===== src/rtl/crc32_stream_engine_if.sv =====
// Stream-in / result-out bundle for crc32_stream_engine.
// The master side is the byte-stream source and result sink; the slave side is the engine.
interface crc32_stream_engine_if #(
    parameter int unsigned DATA_BYTES = 1
);
    logic                    s_valid;
    logic                    s_ready;
    logic [8*DATA_BYTES-1:0] s_data;
    logic [DATA_BYTES-1:0]   s_keep;
    logic                    s_first;
    logic                    s_last;
    logic                    crc_valid;
    logic                    crc_ready;
    logic [31:0]             crc_value;
    logic                    crc_residue_ok;

    modport master (
        output s_valid, s_data, s_keep, s_first, s_last, crc_ready,
        input  s_ready, crc_valid, crc_value, crc_residue_ok
    );

    modport slave (
        input  s_valid, s_data, s_keep, s_first, s_last, crc_ready,
        output s_ready, crc_valid, crc_value, crc_residue_ok
    );
endinterface


===== src/rtl/crc32_stream_engine.sv =====
// Reflected Ethernet CRC-32 over a framed multi-byte stream, with a one-deep result buffer.
// Define CRC_STATS_EN to add the frame_cnt/err_cnt statistics counters and stats_clr.
module crc32_stream_engine #(
    parameter int unsigned DATA_BYTES = 1,
    parameter logic [31:0] POLY       = 32'h04C11DB7,
    parameter logic [31:0] INIT       = 32'hFFFFFFFF,
    parameter logic [31:0] XOR_OUT    = 32'hFFFFFFFF,
    parameter logic [31:0] RESIDUE    = 32'h2144DF1C
) (
    input  logic                        clk,
    input  logic                        rst,
`ifdef CRC_STATS_EN
    input  logic                        stats_clr,
    output logic [15:0]                 frame_cnt,
    output logic [15:0]                 err_cnt,
`endif
    crc32_stream_engine_if.slave        bus
);

    function automatic logic [31:0] reflect32(input logic [31:0] v);
        logic [31:0] r;
        for (int i = 0; i < 32; i++) r[i] = v[31-i];
        return r;
    endfunction

    localparam logic [31:0] RPOLY = reflect32(POLY);

    function automatic logic [31:0] fold_byte(input logic [31:0] c, input logic [7:0] b);
        logic [31:0] r;
        r = c ^ {24'h0, b};
        for (int k = 0; k < 8; k++) r = r[0] ? ((r >> 1) ^ RPOLY) : (r >> 1);
        return r;
    endfunction

    typedef enum logic [0:0] {StIdle, StAccum} state_e;

    state_e      state_q;
    logic [31:0] crc_q;
    logic        valid_q;
    logic [31:0] value_q;
    logic        ok_q;

    logic        accept;
    logic        active;
    logic [31:0] folded;
    logic [31:0] result;

    assign bus.s_ready        = !valid_q || bus.crc_ready;
    assign bus.crc_valid      = valid_q;
    assign bus.crc_value      = value_q;
    assign bus.crc_residue_ok = ok_q;

    // s_first always restarts from INIT, discarding any open frame.
    always_comb begin
        accept = bus.s_valid && bus.s_ready;
        active = bus.s_first || (state_q == StAccum);
        folded = bus.s_first ? INIT : crc_q;
        for (int unsigned i = 0; i < DATA_BYTES; i++) begin
            if (bus.s_keep[i]) folded = fold_byte(folded, bus.s_data[8*i +: 8]);
        end
        result = folded ^ XOR_OUT;
    end

    always_ff @(posedge clk or posedge rst) begin
        if (rst) begin
            state_q <= StIdle;
            crc_q   <= INIT;
            valid_q <= 1'b0;
            value_q <= 32'h0;
            ok_q    <= 1'b0;
        end else begin
            if (valid_q && bus.crc_ready) valid_q <= 1'b0;
            if (accept && active) begin
                if (bus.s_last) begin
                    state_q <= StIdle;
                    crc_q   <= INIT;
                    valid_q <= 1'b1;
                    value_q <= result;
                    ok_q    <= (result == RESIDUE);
                end else begin
                    state_q <= StAccum;
                    crc_q   <= folded;
                end
            end
        end
    end

`ifdef CRC_STATS_EN
    logic handshake;
    assign handshake = valid_q && bus.crc_ready;

    always_ff @(posedge clk or posedge rst) begin
        if (rst) begin
            frame_cnt <= 16'h0;
            err_cnt   <= 16'h0;
        end else if (stats_clr) begin
            frame_cnt <= 16'h0;
            err_cnt   <= 16'h0;
        end else if (handshake) begin
            if (frame_cnt != 16'hFFFF) frame_cnt <= frame_cnt + 16'h1;
            if (!ok_q && err_cnt != 16'hFFFF) err_cnt <= err_cnt + 16'h1;
        end
    end
`endif

endmodule

===== src/flat_wrapper.sv =====
// flat-port wrapper written by rule: the top's interface ports become plain ports
module crc32_stream_engine_flat 
#(
    parameter int unsigned DATA_BYTES = 1,
    parameter logic [31:0] POLY       = 32'h04C11DB7,
    parameter logic [31:0] INIT       = 32'hFFFFFFFF,
    parameter logic [31:0] XOR_OUT    = 32'hFFFFFFFF,
    parameter logic [31:0] RESIDUE    = 32'h2144DF1C
)
  (clk, rst, bus_s_valid, bus_s_data, bus_s_keep, bus_s_first, bus_s_last, bus_crc_ready, bus_s_ready, bus_crc_valid, bus_crc_value, bus_crc_residue_ok);
  crc32_stream_engine_if #(.DATA_BYTES(DATA_BYTES)) bus_i ();
  input  logic clk;
  input  logic rst;
  input wire logic [$bits(bus_i.s_valid)-1:0] bus_s_valid;
  input wire logic [$bits(bus_i.s_data)-1:0] bus_s_data;
  input wire logic [$bits(bus_i.s_keep)-1:0] bus_s_keep;
  input wire logic [$bits(bus_i.s_first)-1:0] bus_s_first;
  input wire logic [$bits(bus_i.s_last)-1:0] bus_s_last;
  input wire logic [$bits(bus_i.crc_ready)-1:0] bus_crc_ready;
  output wire logic [$bits(bus_i.s_ready)-1:0] bus_s_ready;
  output wire logic [$bits(bus_i.crc_valid)-1:0] bus_crc_valid;
  output wire logic [$bits(bus_i.crc_value)-1:0] bus_crc_value;
  output wire logic [$bits(bus_i.crc_residue_ok)-1:0] bus_crc_residue_ok;
  assign bus_i.s_valid = bus_s_valid;
  assign bus_i.s_data = bus_s_data;
  assign bus_i.s_keep = bus_s_keep;
  assign bus_i.s_first = bus_s_first;
  assign bus_i.s_last = bus_s_last;
  assign bus_i.crc_ready = bus_crc_ready;
  assign bus_s_ready = bus_i.s_ready;
  assign bus_crc_valid = bus_i.crc_valid;
  assign bus_crc_value = bus_i.crc_value;
  assign bus_crc_residue_ok = bus_i.crc_residue_ok;
  crc32_stream_engine #(.DATA_BYTES(DATA_BYTES), .POLY(POLY), .INIT(INIT), .XOR_OUT(XOR_OUT), .RESIDUE(RESIDUE)) u_core (.clk(clk), .rst(rst), .bus(bus_i));
endmodule

===== config.mk =====
export PLATFORM = sky130hd
export DESIGN_NAME = crc32_stream_engine_flat
export DESIGN_NICKNAME = d
export VERILOG_FILES = /design/src/rtl/crc32_stream_engine_if.sv /design/src/rtl/crc32_stream_engine.sv /design/src/flat_wrapper.sv
export SDC_FILE = /design/constraint.sdc
export NUM_CORES = 1
export LEC_CHECK = 0
export CAP_MARGIN = 20
export CORE_ASPECT_RATIO = 0.8
export CORE_UTILIZATION = 30
export DETAILED_ROUTE_END_ITERATION = 8
export PLACE_DENSITY = 0.48
export SLEW_MARGIN = 5
export SYNTH_ARGS = -nofsm -noshare
export SYNTH_HDL_FRONTEND = slang
export SYNTH_SLANG_ARGS = --single-unit
export TNS_END_PERCENT = 5

===== constraint.sdc =====
create_clock -name clk -period 3.15 [get_ports clk]
set_clock_uncertainty 0.2 [all_clocks]
set_input_delay 0.315 -clock clk [delete_from_list [all_inputs] [get_ports clk]]
set_output_delay 0.315 -clock clk [all_outputs]
set_load 0.01 [all_outputs]

# Word level (Yosys, flattened, before mapping)
# Cells that the tools add are included.
# W data, S select, Z words.
# op_classes
n_shift,0
addsub,0
eq_ne,1
n_reduce_logical,7
n_bitwise,10
muxes,15
n_div,0
multipliers,0
n_lt_le_gt_ge,0
# ops
operator,n
$mux W32,11
$not A13 Y14,8
$eq A32 B30 Y1 const B,1
$not A32 Y32,1
$xor A32 B8 Y32,1
$mux W1,4
$logic_and A1 B1 Y1,3
$logic_or A1 B1 Y1,2
$reduce_and A2 Y1,1
$logic_not A1 Y1,1
# word_totals
wordCells,38
reg_bits,67
output_inout_bits,35
n_memories,0
input_bits,15
mem_bits_ro,0
latch_bits,0
ramBits,0

# Logic depth before layout (Yosys ltp)
# logic_depth
ltp_word,21
depth_mapped,11

# Least setup slack after synthesis
# No wires, ideal clock.
# synth_path
kind,register -> register
startpoint,register u_core.crc_q[1]
endpoint,register u_core.ok_q (netlist: u_core.bus.crc_residue_ok)
path_stages_with_launch,11
arrival_time_ps,2434
setup_ps,92
slack_ps,425
path_buffers,1
cell_sequence,dfstp_2 -> buf_2 -> xnor2_1 -> nor2_2 -> xnor2_4 -> xnor3_2 -> xnor2_1 -> a31oi_1 -> o22a_2 -> nand3_2 -> o31ai_2
# synth_via
elab_chain_len,17
elab_cells_between_ends,19
classes_between,eq/ne: 1; mux: 10; bitwise: 8
# synth_rtl
element,line_no,source
from (decl),crc32_stream_engine.sv:38,logic [31:0] crc_q;
from (signal assigned),crc32_stream_engine.sv:82,crc_q <= folded;
$mux W32 *,crc32_stream_engine.sv:57,folded = bus.s_first ? INIT : crc_q;
$xor A32 B8 Y32,crc32_stream_engine.sv:30,"r = c ^ {24'h0, b};"
$mux W32 (2 in series),crc32_stream_engine.sv:31,for (int k = 0; k < 8; k++) r = r[0] ? ((r >> 1) ^ RPOLY) : (r >> 1);
$mux W32 / $not A13 Y14 (equally long branches),-,
$not A13 Y14 (no source line) / $mux W32 (equally long branches),-,
$mux W32 / $not A13 Y14 (equally long branches),-,
$not A13 Y14 (no source line) / $mux W32 (equally long branches),-,
$mux W32,crc32_stream_engine.sv:31,
$mux W32 / $not A13 Y14 (equally long branches),-,
$not A13 Y14 (no source line) / $mux W32 (equally long branches),-,
$mux W32 / $not A13 Y14 (equally long branches),-,
$not A13 Y14 (no source line) / $mux W32 (equally long branches),-,
$mux W32,crc32_stream_engine.sv:31,
$mux W32 *,crc32_stream_engine.sv:59,"if (bus.s_keep[i]) folded = fold_byte(folded, bus.s_data[8*i +: 8]);"
$not A32 Y32 (no source line) *,-,
$eq A32 B30 Y1 *,crc32_stream_engine.sv:79,ok_q <= (result == RESIDUE);
to (signal assigned),crc32_stream_engine.sv:79,
to (decl),crc32_stream_engine.sv:41,logic ok_q;
# Mark *: on every way between the ends. The rest lies on a longest branch, timed or not.
# A chain may end at the register's enable or synchronous reset.

# Worst setup path in the final report
# layout_path
startpoint,register u_core.crc_q[0]
endpoint,register u_core.ok_q (netlist: u_core.bus.crc_residue_ok)
# layout_via
elab_chain_len,18
elab_cells_between_ends,20
classes_between,eq/ne: 1; mux: 10; bitwise: 9
# layout_rtl
element,line_no
$mux W32 *,crc32_stream_engine.sv:57
$xor A32 B8 Y32,crc32_stream_engine.sv:30
$mux W32,crc32_stream_engine.sv:31
$mux W32 / $not A13 Y14 (equally long branches),-
$not A13 Y14 (no source line) / $mux W32 (equally long branches),-
$mux W32 / $not A13 Y14 (equally long branches),-
$not A13 Y14 (no source line) / $mux W32 (equally long branches),-
$mux W32,crc32_stream_engine.sv:31
(+2 left out),-
$mux W32 / $not A13 Y14 (equally long branches),-
$not A13 Y14 (no source line) / $mux W32 (equally long branches),-
$mux W32,crc32_stream_engine.sv:31
$not A13 Y14 (no source line),-
$mux W32,crc32_stream_engine.sv:31
$mux W32 *,crc32_stream_engine.sv:59
$not A32 Y32 (no source line) *,-
$eq A32 B30 Y1 *,crc32_stream_engine.sv:79
# Marks and branches as above.

==> results.tsv <==
stage	metric	value	unit
worst_setup_path	r2r_end	u_core.bus.crc_residue_ok$_DFFE_PP0P_	
global_routing	grt_pass1_wl	20300	µm
clocking	holdBufCountCts	0	
global_routing	grt_max_degree	74	
sta	finalHoldViolations	0	
finish	area_delta_synth_final	30.1	%
global_routing	first_global_vias	3511	
drt	vias	3546	
finish	finish.instance_area	5460	µm²
clocking	htreeDepth	3	
place	gp_congestion	0.861	
sta	finalSetupViolCount	0	
sta	fin_crit	2.93	ns
yosys	avgSynthCellArea	9.56	µm²
worst_setup_path	r2r_cells	9	
finish	drive_above_1_share	0.257	
drt	wl_met3	715	µm
yosys	ys_warn_count	0	
clocking	numCtsBuffers	9	
clocking	cts_tree	yes	
yosys	ys_seq_elements	67	
global_routing	grt_use_total	0.187	
worst_hold_path	min_path_type	primary input to async pin	
sta	worst_pin_slew	0.873	ns
global_routing	grt_antenna_before_repair	0	
finish	final_util	0.401	
power_and_ir_drop	powerDensity	912	nW/µm²
yosys	ys_async_sr_fraction	1.00	
yosys	post-synth-top-area-cell	dfrtp_1	
worst_setup_path	worstSetupEndpointType	flip-flop	
floorplanning	start_util	0.309	
status	status	finished, final reports clean	
clocking	cts_root_buf	clkbuf_16	
yosys	seq_area_frac_synth	0.409	
drt	top_layer_used	met4	
worst_setup_path	rrSetupSlack	0.22	ns
place	place_ws	-0.0681	ns
finish	seq_area	1720	µm²
place	port_buffers	49	
yosys	synthCells	439	
finish	nets	531	
yosys	synth_top_family_by_area	compound AO/OA/AOI/OAI gates	
clocking	cts.sinks	67	
yosys	synth_enable_flop_cells	0	
sta	finalCritPeriodShare	0.930	
yosys	synth_flop_cell	dfrtp_1	
finish	multi_input_area	2280	µm²
sta	rsz0062_at_grt	no	
sta	slew-limit-headroom	0.411	
yosys	syn_area	4200	µm²
drt	firstDrtPassIters	5	
yosys	synth.area.top_cells	dfrtp_1 (21%), dfstp_2 (20%), xnor2_1 (6.5%)	
worst_setup_path	worstPathMaxFanout	5	
drt	post_drt_wl_per_cell	18.6	µm
run	drv_cap	0	
yosys	syn_nets	454	
worst_setup_path	crit_type	flip-flop to flip-flop	
floorplanning	die_w	134	µm
yosys	synth-adder-area-share	0	
yosys	synth_top_area_frac	0.209	
drt	wl_met2	5480	µm
yosys	yosys.cell_types.count	60	
drt	route.detailed.drc	0	
worst_setup_path	arrival	2.97	ns
sta	report.final.slew_viol_count	0	
drt	via_per_inst	5.06	
clocking	post-cts-setup-buffer-count	0	
place	dpl_cell_area	5150	µm²
yosys	synthMuxAreaShare	0.0322	
sta	tns	0	ns
floorplanning	die-area	14500	µm²
drt	ant_nets	0	
power_and_ir_drop	p_leak	2.27	nW
yosys	synthSimpleGateAreaFrac	0.134	
floorplanning	core_area	13600	µm²
yosys	synthXorXnorAreaFrac	0.184	
yosys	synth-compound-area-share	0.191	
place	dp_hpwl	9620	µm
worst_setup_path	rr_startpoint	u_core.crc_q[0]$_DFFE_PP1P_	
sta	max_freq	341	MHz
drt	met1Wirelength	6640	µm
floorplanning	die_h	108	µm
floorplanning	rows	38	
drt	wl	13000	µm
floorplanning	ios	50	
finish	diodes	0	
clocking	worstSkewPairLatency	0.33	ns
power_and_ir_drop	finalPower	4.98	mW
clocking	cts_buffer_depth	2	
global_routing	overflow	0	
worst_setup_path	worstPathRequired	3.19	ns
drt	drtIter0Drc	308	
worst_setup_path	critPathLaunchType	flip-flop	
clocking	path_clk_slew	0.06	ns
finish	fillers	1356	
sta	setup_ws	0.220	ns
power_and_ir_drop	ir_drop	0.000460	V
==> critical path, stage by stage, from the launching register on <==
cell	delay (ns)
dfstp_2	0.61
xnor2_1	0.13
nor2_1	0.09
xnor2_1	0.49
xor2_1	0.25
a31oi_1	0.11
o22a_1	0.28
nor4_1	0.31
nand4b_1	0.17
o31ai_2	0.20
==> flip-flops by register name, indices dropped and copies added, names as in the netlist <==
register and cells:
u_core.state_q 1, u_core.bus.crc_value 32, u_core.bus.crc_residue_ok 1, u_core.bus.crc_valid 1, u_core.crc_q 32
==> cell families after synthesis <==
| family | count (synthesis) |
|---|---|
| AO/OA/AOI/OAI | 126 |
| XOR/XNOR | 64 |
| buffers and inverters | 48 |
| flip-flops | 67 |
| multiplexers | 12 |
| AND/OR/NAND/NOR | 122 |
==> metrics by stage <==
stage	hold WS [ns]	instances
2_1_floorplan	0.267	439
3_3_place_gp	0.266	685
3_5_place_dp	0.263	685
4_1_cts	0.133	701
5_1_grt	0.173	701
6_report	0.110	701
==> cells in the mapped netlist, types with 3 or more instances <==
library cell,count
nor2_1,52
dfrtp_1,35
o21ai_0,36
nand3_1,3
xnor2_2,6
nand2_1,34
xnor3_1,6
a31oi_1,13
buf_2,5
dfstp_2,32
nor3_1,9
a21oi_1,27
mux2_2,12
o22a_1,16
a211oi_1,3
xnor2_1,31
clkbuf_1,20
o22ai_1,11
o211ai_1,3
inv_1,14
xor2_1,15
==> power by group <==
group | leakage, nW | total [mW] | internal [mW] | switching, mW
registers | 0.787 | 1.53 | 1.24 | 0.282
clock network | 0.148 | 1.02 | 0.634 | 0.384
logic | 1.33 | 2.44 | 1.28 | 1.16
total | 2.27 | 4.98 | 3.15 | 1.83
==> layout make-up <==
type                       count  area share
clock buffer                  10      0.0438
inverter                      16      0.0110
multi-input combinational    324       0.418
tap                          180      0.0413
clock inverter                 6      0.0119
sequential                    67       0.314
timing repair buffer          98       0.160
==> cell usage in the layout (no fill, tap or decap), types with 2 or more instances in the layout <==
master	instances
xnor2_2	7
a31oi_1	13
o21ai_0	36
clkinv_2	2
nor3_1	9
nand3b_1	2
clkdlybuf4s50_1	47
xor2_2	2
nand2b_1	2
xnor2_1	30
o21a_1	2
o211ai_1	3
o22a_2	2
nand4_1	2
nor2_1	52
clkinv_4	2
xnor3_1	6
o22a_1	16
a21oi_1	27
a21o_1	2
or3_1	2
a211oi_1	3
mux2_2	12
xnor2_4	2
clkinv_1	2
nand2_1	34
xor2_1	15
buf_2	2
or4_1	2
nand3_1	3
inv_1	13
o22ai_1	11
dfrtp_1	35
buf_4	47
nor2_2	2
dfstp_2	32
clkbuf_16	9
buf_12	2
o311ai_0	2
nor2_4	2
==> layer usage <==
layer	track usage	vias up
met5	0	-
met4	0.0474	0
met3	0.0282	14
met2	0.275	111
met1	0.282	1735
li1	-	1686
==> how the worst max path moves through the flow <==
stage / cells after the start / to / start / slack, ns
floorplan: 10 / u_core.bus.crc_residue_ok$_DFFE_PP0P_ / u_core.crc_q[1]$_DFFE_PP1P_ / 0.42
global placement: 9 / u_core.bus.crc_residue_ok$_DFFE_PP0P_ / bus_s_data[0] / -0.03
detailed placement: 9 / u_core.bus.crc_residue_ok$_DFFE_PP0P_ / bus_s_data[0] / -0.07
CTS: 10 / u_core.bus.crc_residue_ok$_DFFE_PP0P_ / u_core.crc_q[7]$_DFFE_PP1P_ / 0.23
global route: 10 / u_core.bus.crc_residue_ok$_DFFE_PP0P_ / u_core.crc_q[1]$_DFFE_PP1P_ / 0.01
finish: 9 / u_core.bus.crc_residue_ok$_DFFE_PP0P_ / u_core.crc_q[0]$_DFFE_PP1P_ / 0.22
==> repair_timing <==
item,in CTS,in global routing
resized for setup,0,1
endpoints found under the setup margin,0,1
hold endpoints to repair,0,0
Note: power is estimated with default switching activity, not from simulation.
